--- src/rtl/led_chaser.sv ---
`default_nettype none
// ============================================================================
// Module   : led_chaser
// Purpose  : Free-running LED chaser. A prescaler counts WAIT_TIME clock
//            cycles per step; on each step the single lit LED moves one
//            position. The default pattern rotates left with wrap-around.
// Options  : LED_PINGPONG_EN - when defined, the lit LED bounces between the
//            two end LEDs instead of wrapping (adds a direction register).
// Ports    : clk    in   1          system clock, rising-edge active
//            rst_n  in   1          asynchronous active-low reset
//            led    out  LED_WIDTH  registered LED drive, polarity per
//                                   ACTIVE_LOW (1: lit LED driven 0)
// Revision : 1.0 - initial release
// ============================================================================
module led_chaser #(
   parameter int WAIT_TIME  = 13_500_000,
   parameter int LED_WIDTH  = 6,
   parameter bit ACTIVE_LOW = 1'b1
) (
   input  logic                 clk,
   input  logic                 rst_n,
   output logic [LED_WIDTH-1:0] led
);

   // A single-cycle prescale still needs a 1-bit counter to keep widths legal.
   localparam int                   CNT_W     = (WAIT_TIME > 1) ? $clog2(WAIT_TIME) : 1;
   localparam logic [CNT_W-1:0]     CNT_MAX   = CNT_W'(WAIT_TIME - 1);
   localparam logic [CNT_W-1:0]     CNT_ONE   = CNT_W'(1);
   localparam logic [LED_WIDTH-1:0] PAT_RESET = LED_WIDTH'(1);
   localparam logic [LED_WIDTH-1:0] LED_RESET = ACTIVE_LOW ? ~PAT_RESET : PAT_RESET;

   logic [CNT_W-1:0]     cnt;
   logic [LED_WIDTH-1:0] pat;
   logic [LED_WIDTH-1:0] pat_next;
   logic                 step;

   assign step = (cnt == CNT_MAX);

`ifdef LED_PINGPONG_EN
   localparam logic DIR_UP   = 1'b0;
   localparam logic DIR_DOWN = 1'b1;

   logic dir;
   logic dir_next;

   // The direction flips on the same step that lands on an end LED, so each
   // endpoint is lit for exactly one step before the pattern heads back.
   always_comb begin
      pat_next = pat;
      dir_next = dir;
      if (dir == DIR_UP) begin
         pat_next = {pat[LED_WIDTH-2:0], 1'b0};
         if (pat_next[LED_WIDTH-1]) begin
            dir_next = DIR_DOWN;
         end
      end else begin
         pat_next = {1'b0, pat[LED_WIDTH-1:1]};
         if (pat_next[0]) begin
            dir_next = DIR_UP;
         end
      end
   end
`else
   assign pat_next = {pat[LED_WIDTH-2:0], pat[LED_WIDTH-1]};
`endif

   // led is loaded from pat_next alongside pat, so the pin drive is
   // registered yet changes on the very edge the pattern advances.
   always_ff @(posedge clk or negedge rst_n) begin
      if (!rst_n) begin
         cnt <= '0;
         pat <= PAT_RESET;
         led <= LED_RESET;
`ifdef LED_PINGPONG_EN
         dir <= DIR_UP;
`endif
      end else if (step) begin
         cnt <= '0;
         pat <= pat_next;
         led <= ACTIVE_LOW ? ~pat_next : pat_next;
`ifdef LED_PINGPONG_EN
         dir <= dir_next;
`endif
      end else begin
         cnt <= cnt + CNT_ONE;
      end
   end

endmodule
`default_nettype wire

--- config.mk ---
export PLATFORM = sky130hd
export DESIGN_NAME = led_chaser
export DESIGN_NICKNAME = d
export VERILOG_FILES = /design/src/rtl/led_chaser.sv
export SDC_FILE = /design/constraint.sdc
export NUM_CORES = 1
export LEC_CHECK = 0
export CORE_AREA = 10 10 68 70
export DETAILED_ROUTE_END_ITERATION = 10
export DIE_AREA = 0 0 78 80
export PLACE_DENSITY = 0.71
export SYNTH_ARGS = -nofsm -noshare
export SYNTH_HDL_FRONTEND = slang
export SYNTH_SLANG_ARGS = --single-unit
export TNS_END_PERCENT = 10
--- constraint.sdc ---
create_clock -name clk -period 2.2 [get_ports clk]
set_input_delay 0.44 -clock clk [delete_from_list [all_inputs] [get_ports clk]]
set_output_delay 0.44 -clock clk [all_outputs]
set_load 0.02 [all_outputs]
==> flow_metrics.py <==
metrics = {
    "run_status": {
        "outcome": "complete, no violations",
    },
    "placement": {
        "gp_congestion": 0.838,
        "io_buffers": 7,
        "placed_cells": 217,
        "dp_slack_ps": 205,
        "hpwl_um": 2290,
    },
    "cts": {
        "clkSinkCount": 36,
        "root_buffer": "clkbuf_4",
        "holdBufCountCts": 0,
        "cts_tree": "done",
        "ctsLongestPathBuffers": 2,
        "htree_levels": 2,
        "clk_pin_slew_ps": 110,
        "cts_made_buffers": 5,
        "clock_latency_ps": 350,
        "cts.repair.resized": 0,
        "post_cts_buffers": 0,
    },
    "global_route": {
        "first_global_vias": 1297,
        "grt_usage_pct": 11.6,
        "grt_pass1_wl_um": 5970,
        "grt_antenna_before_repair": 0,
        "grt_max_degree": 37,
        "overflow": 0,
    },
    "pwr": {
        "leakage_nw": 0.790,
        "pwr-share-clk_pct": 35.2,
        "ir_drop_mv": 0.364,
        "switching_power_w": 0.000227,
        "power.internal_w": 0.000817,
        "p_seq_share_pct": 63.4,
        "sw_frac_of_total_pct": 21.7,
        "powerDensity_nw_per_um2": 529,
        "p_comb_share_pct": 1.4,
    },
    "timing": {
        "post-route-min-period_ps": 2020,
        "setup_viol": 0,
        "setup_tns_ps": 0,
        "worstMarginPinSlew_ps": 491,
        "drv_slew": 0,
        "final-hold-violation-count": 0,
        "rsz0062_at_grt": "false",
        "relSlewSlack_pct": 67.0,
        "postLayoutSetupSlackWorst_ps": 182,
        "min_period_over_period_pct": 91.7,
        "fmax_mhz": 496,
        "whs_ps": 442,
        "fin_skew_ps": 12.6,
    },
    "setup_path": {
        "reg2reg_setup_slack_ps": 180,
        "critPathMaxFanout": 4,
        "cp-end-kind": "flip-flop",
        "cp.arrival_ps": 2290,
        "cp-startpoint": "cnt[0]$_DFF_PN0_",
        "critPathRequiredTime_ps": 2470,
        "reg2reg_from": "cnt[0]$_DFF_PN0_",
        "critPathLaunchType": "flip-flop",
        "criticalPathCategory": "flip-flop to flip-flop",
    },
    "final_layout": {
        "antenna_cells": 0,
        "nets": 181,
        "stdcell_count": 225,
        "drive_above_1_share_pct": 20.1,
        "area_delta_synth_final_pct": 14.1,
    },
    "hold_path": {
        "worstHoldStart": "pat[1]$_DFFE_PN0N_",
        "hold_path.class": "flip-flop to flip-flop",
    },
    "floorplan": {
        "die_h_um": 80,
        "coreArea_um2": 3280,
        "dieWidth_um": 78,
        "rows": 21,
        "start_util_pct": 52.7,
        "io_pins": 8,
        "die-area_um2": 6240,
    },
    "detailed_routing": {
        "ant_nets": 0,
        "vias_per_cell": 5.50,
        "route.detailed.drc": 0,
        "num_vias": 1237,
        "drtIter0Drc": 82,
        "wl_um": 3240,
        "avgRoutedWirePerCell_um": 14.4,
        "drt-pass1-iter-count": 4,
    },
    "synth": {
        "synth_edf_count": 0,
        "synth_seq_cells": 36,
        "ys_warn_count": 0,
        "syn_nets": 162,
        "syn-cell-area_um2": 1730,
        "async_flop_share_pct": 100,
        "synth_cell_types": 36,
        "seq_area_frac_synth_pct": 52.5,
        "ys.flop_type": "dfrtp_1",
        "synth_cells": 159,
        "avgSynthCellArea_um2": 10.9,
    },
    "job": {
        "max_cap_violations": 0,
    },
}
## synthesized netlist by cell type (2+ instances only)
master	instances	area share [%]
nor3_1	2	0.58
inv_1	9	2.0
dfstp_2	6	9.1
nor2_1	22	4.8
nor4_1	7	2.5
or4_1	3	1.3
a21oi_1	3	0.87
nand2_1	10	2.2
nand4_1	7	2.5
nor2b_1	2	0.72
xnor2_1	14	7.1
nand3_1	7	2.0
mux2_2	6	3.9
mux2i_1	6	3.5
dfrtp_1	30	43
xor2_1	3	1.5
nor4b_1	2	1.0
o31ai_1	2	0.87
## sequential cells by signal, indices dropped and copies added, names as in the netlist
signal / flops
cnt: 24
led: 6
pat: 6
## layout by cell type (no fill, tap or decap), types with 2 or more instances in the layout
master,count
xnor2_1,14
dfrtp_1,30
clkinv_2,2
nor2b_1,2
mux2_2,6
inv_1,9
nor2_1,22
nand2_1,10
buf_4,7
nor3_1,2
clkbuf_4,5
nor4b_1,2
or4_1,3
o31ai_1,2
mux2i_1,6
nor4_1,7
nand3_1,7
clkdlybuf4s50_1,7
nand4_1,7
xor2_1,3
dfstp_2,6
a21oi_1,3
## cell type report
class / count / area [um^2]
Tap cell: 46 / 57.6
Timing Repair Buffer: 15 / 143
Sequential cell: 36 / 908
Inverter: 9 / 33.8
Multi-Input combinational cell: 111 / 771
Fill cell: 294 / 1310
Clock buffer: 6 / 51.3
Clock inverter: 2 / 10.0
## layer usage
layer | wire [um] | GRT usage [%] | part of all wire [%]
met3 | 136 | 4.05 | 4.2
met1 | 1430 | 13.4 | 44
met4 | 54 | 4.48 | 1.7
met5 | 0 | 0 | 0
met2 | 1610 | 19.6 | 50
## cells by family after synthesis
kind of cell	Yosys count	share of synthesized area, %
xor+xnor	17	8.60
flops	36	52.5
simple gates	74	25.2
mux	12	7.38
buf+inv	12	2.96
fa+ha+maj	1	0.723
compound gates	7	2.60
## power groups by stage
stage	Sequential (W)	Combinational (W)	Clock (W)
finish	0.000662	0.0000147	0.000367
CTS	0.000662	0.0000160	0.000377
global route	0.000662	0.0000175	0.000407
floorplan	0.000675	0.000000000234	0
detailed placement	0.000674	0.0000161	0
global placement	0.000674	0.0000156	0
## metrics by stage
step                      instance area [um^2]  utilization [%]  power (W)
after floorplan                           1730                -   0.000675
after global placement                    1910             58.2   0.000690
after detailed placement                  1910             58.2   0.000690
after CTS                                 1970             60.1    0.00105
after global routing                      1970             60.1    0.00109
final                                     1970             60.1    0.00104
## final timing paths
kind,end,cells after the start
worst max-delay path,cnt[22]$_DFF_PN0_,5
worst min-delay path,led[2]$_DFFE_PN1N_,1
worst max register to register,cnt[22]$_DFF_PN0_,5
worst min register to register,led[2]$_DFFE_PN1N_,1
max in group asynchronous,led[1]$_DFFE_PN1N_,2
min in group asynchronous,cnt[23]$_DFF_PN0_,2
## critical path: stages (launching register included)
cell     delay, ps
dfrtp_1        400
ha_1           260
nand4_4         90
or4_4          560
or4_1          480
a21oi_1        150
Power figures use the tool's default switching activity.
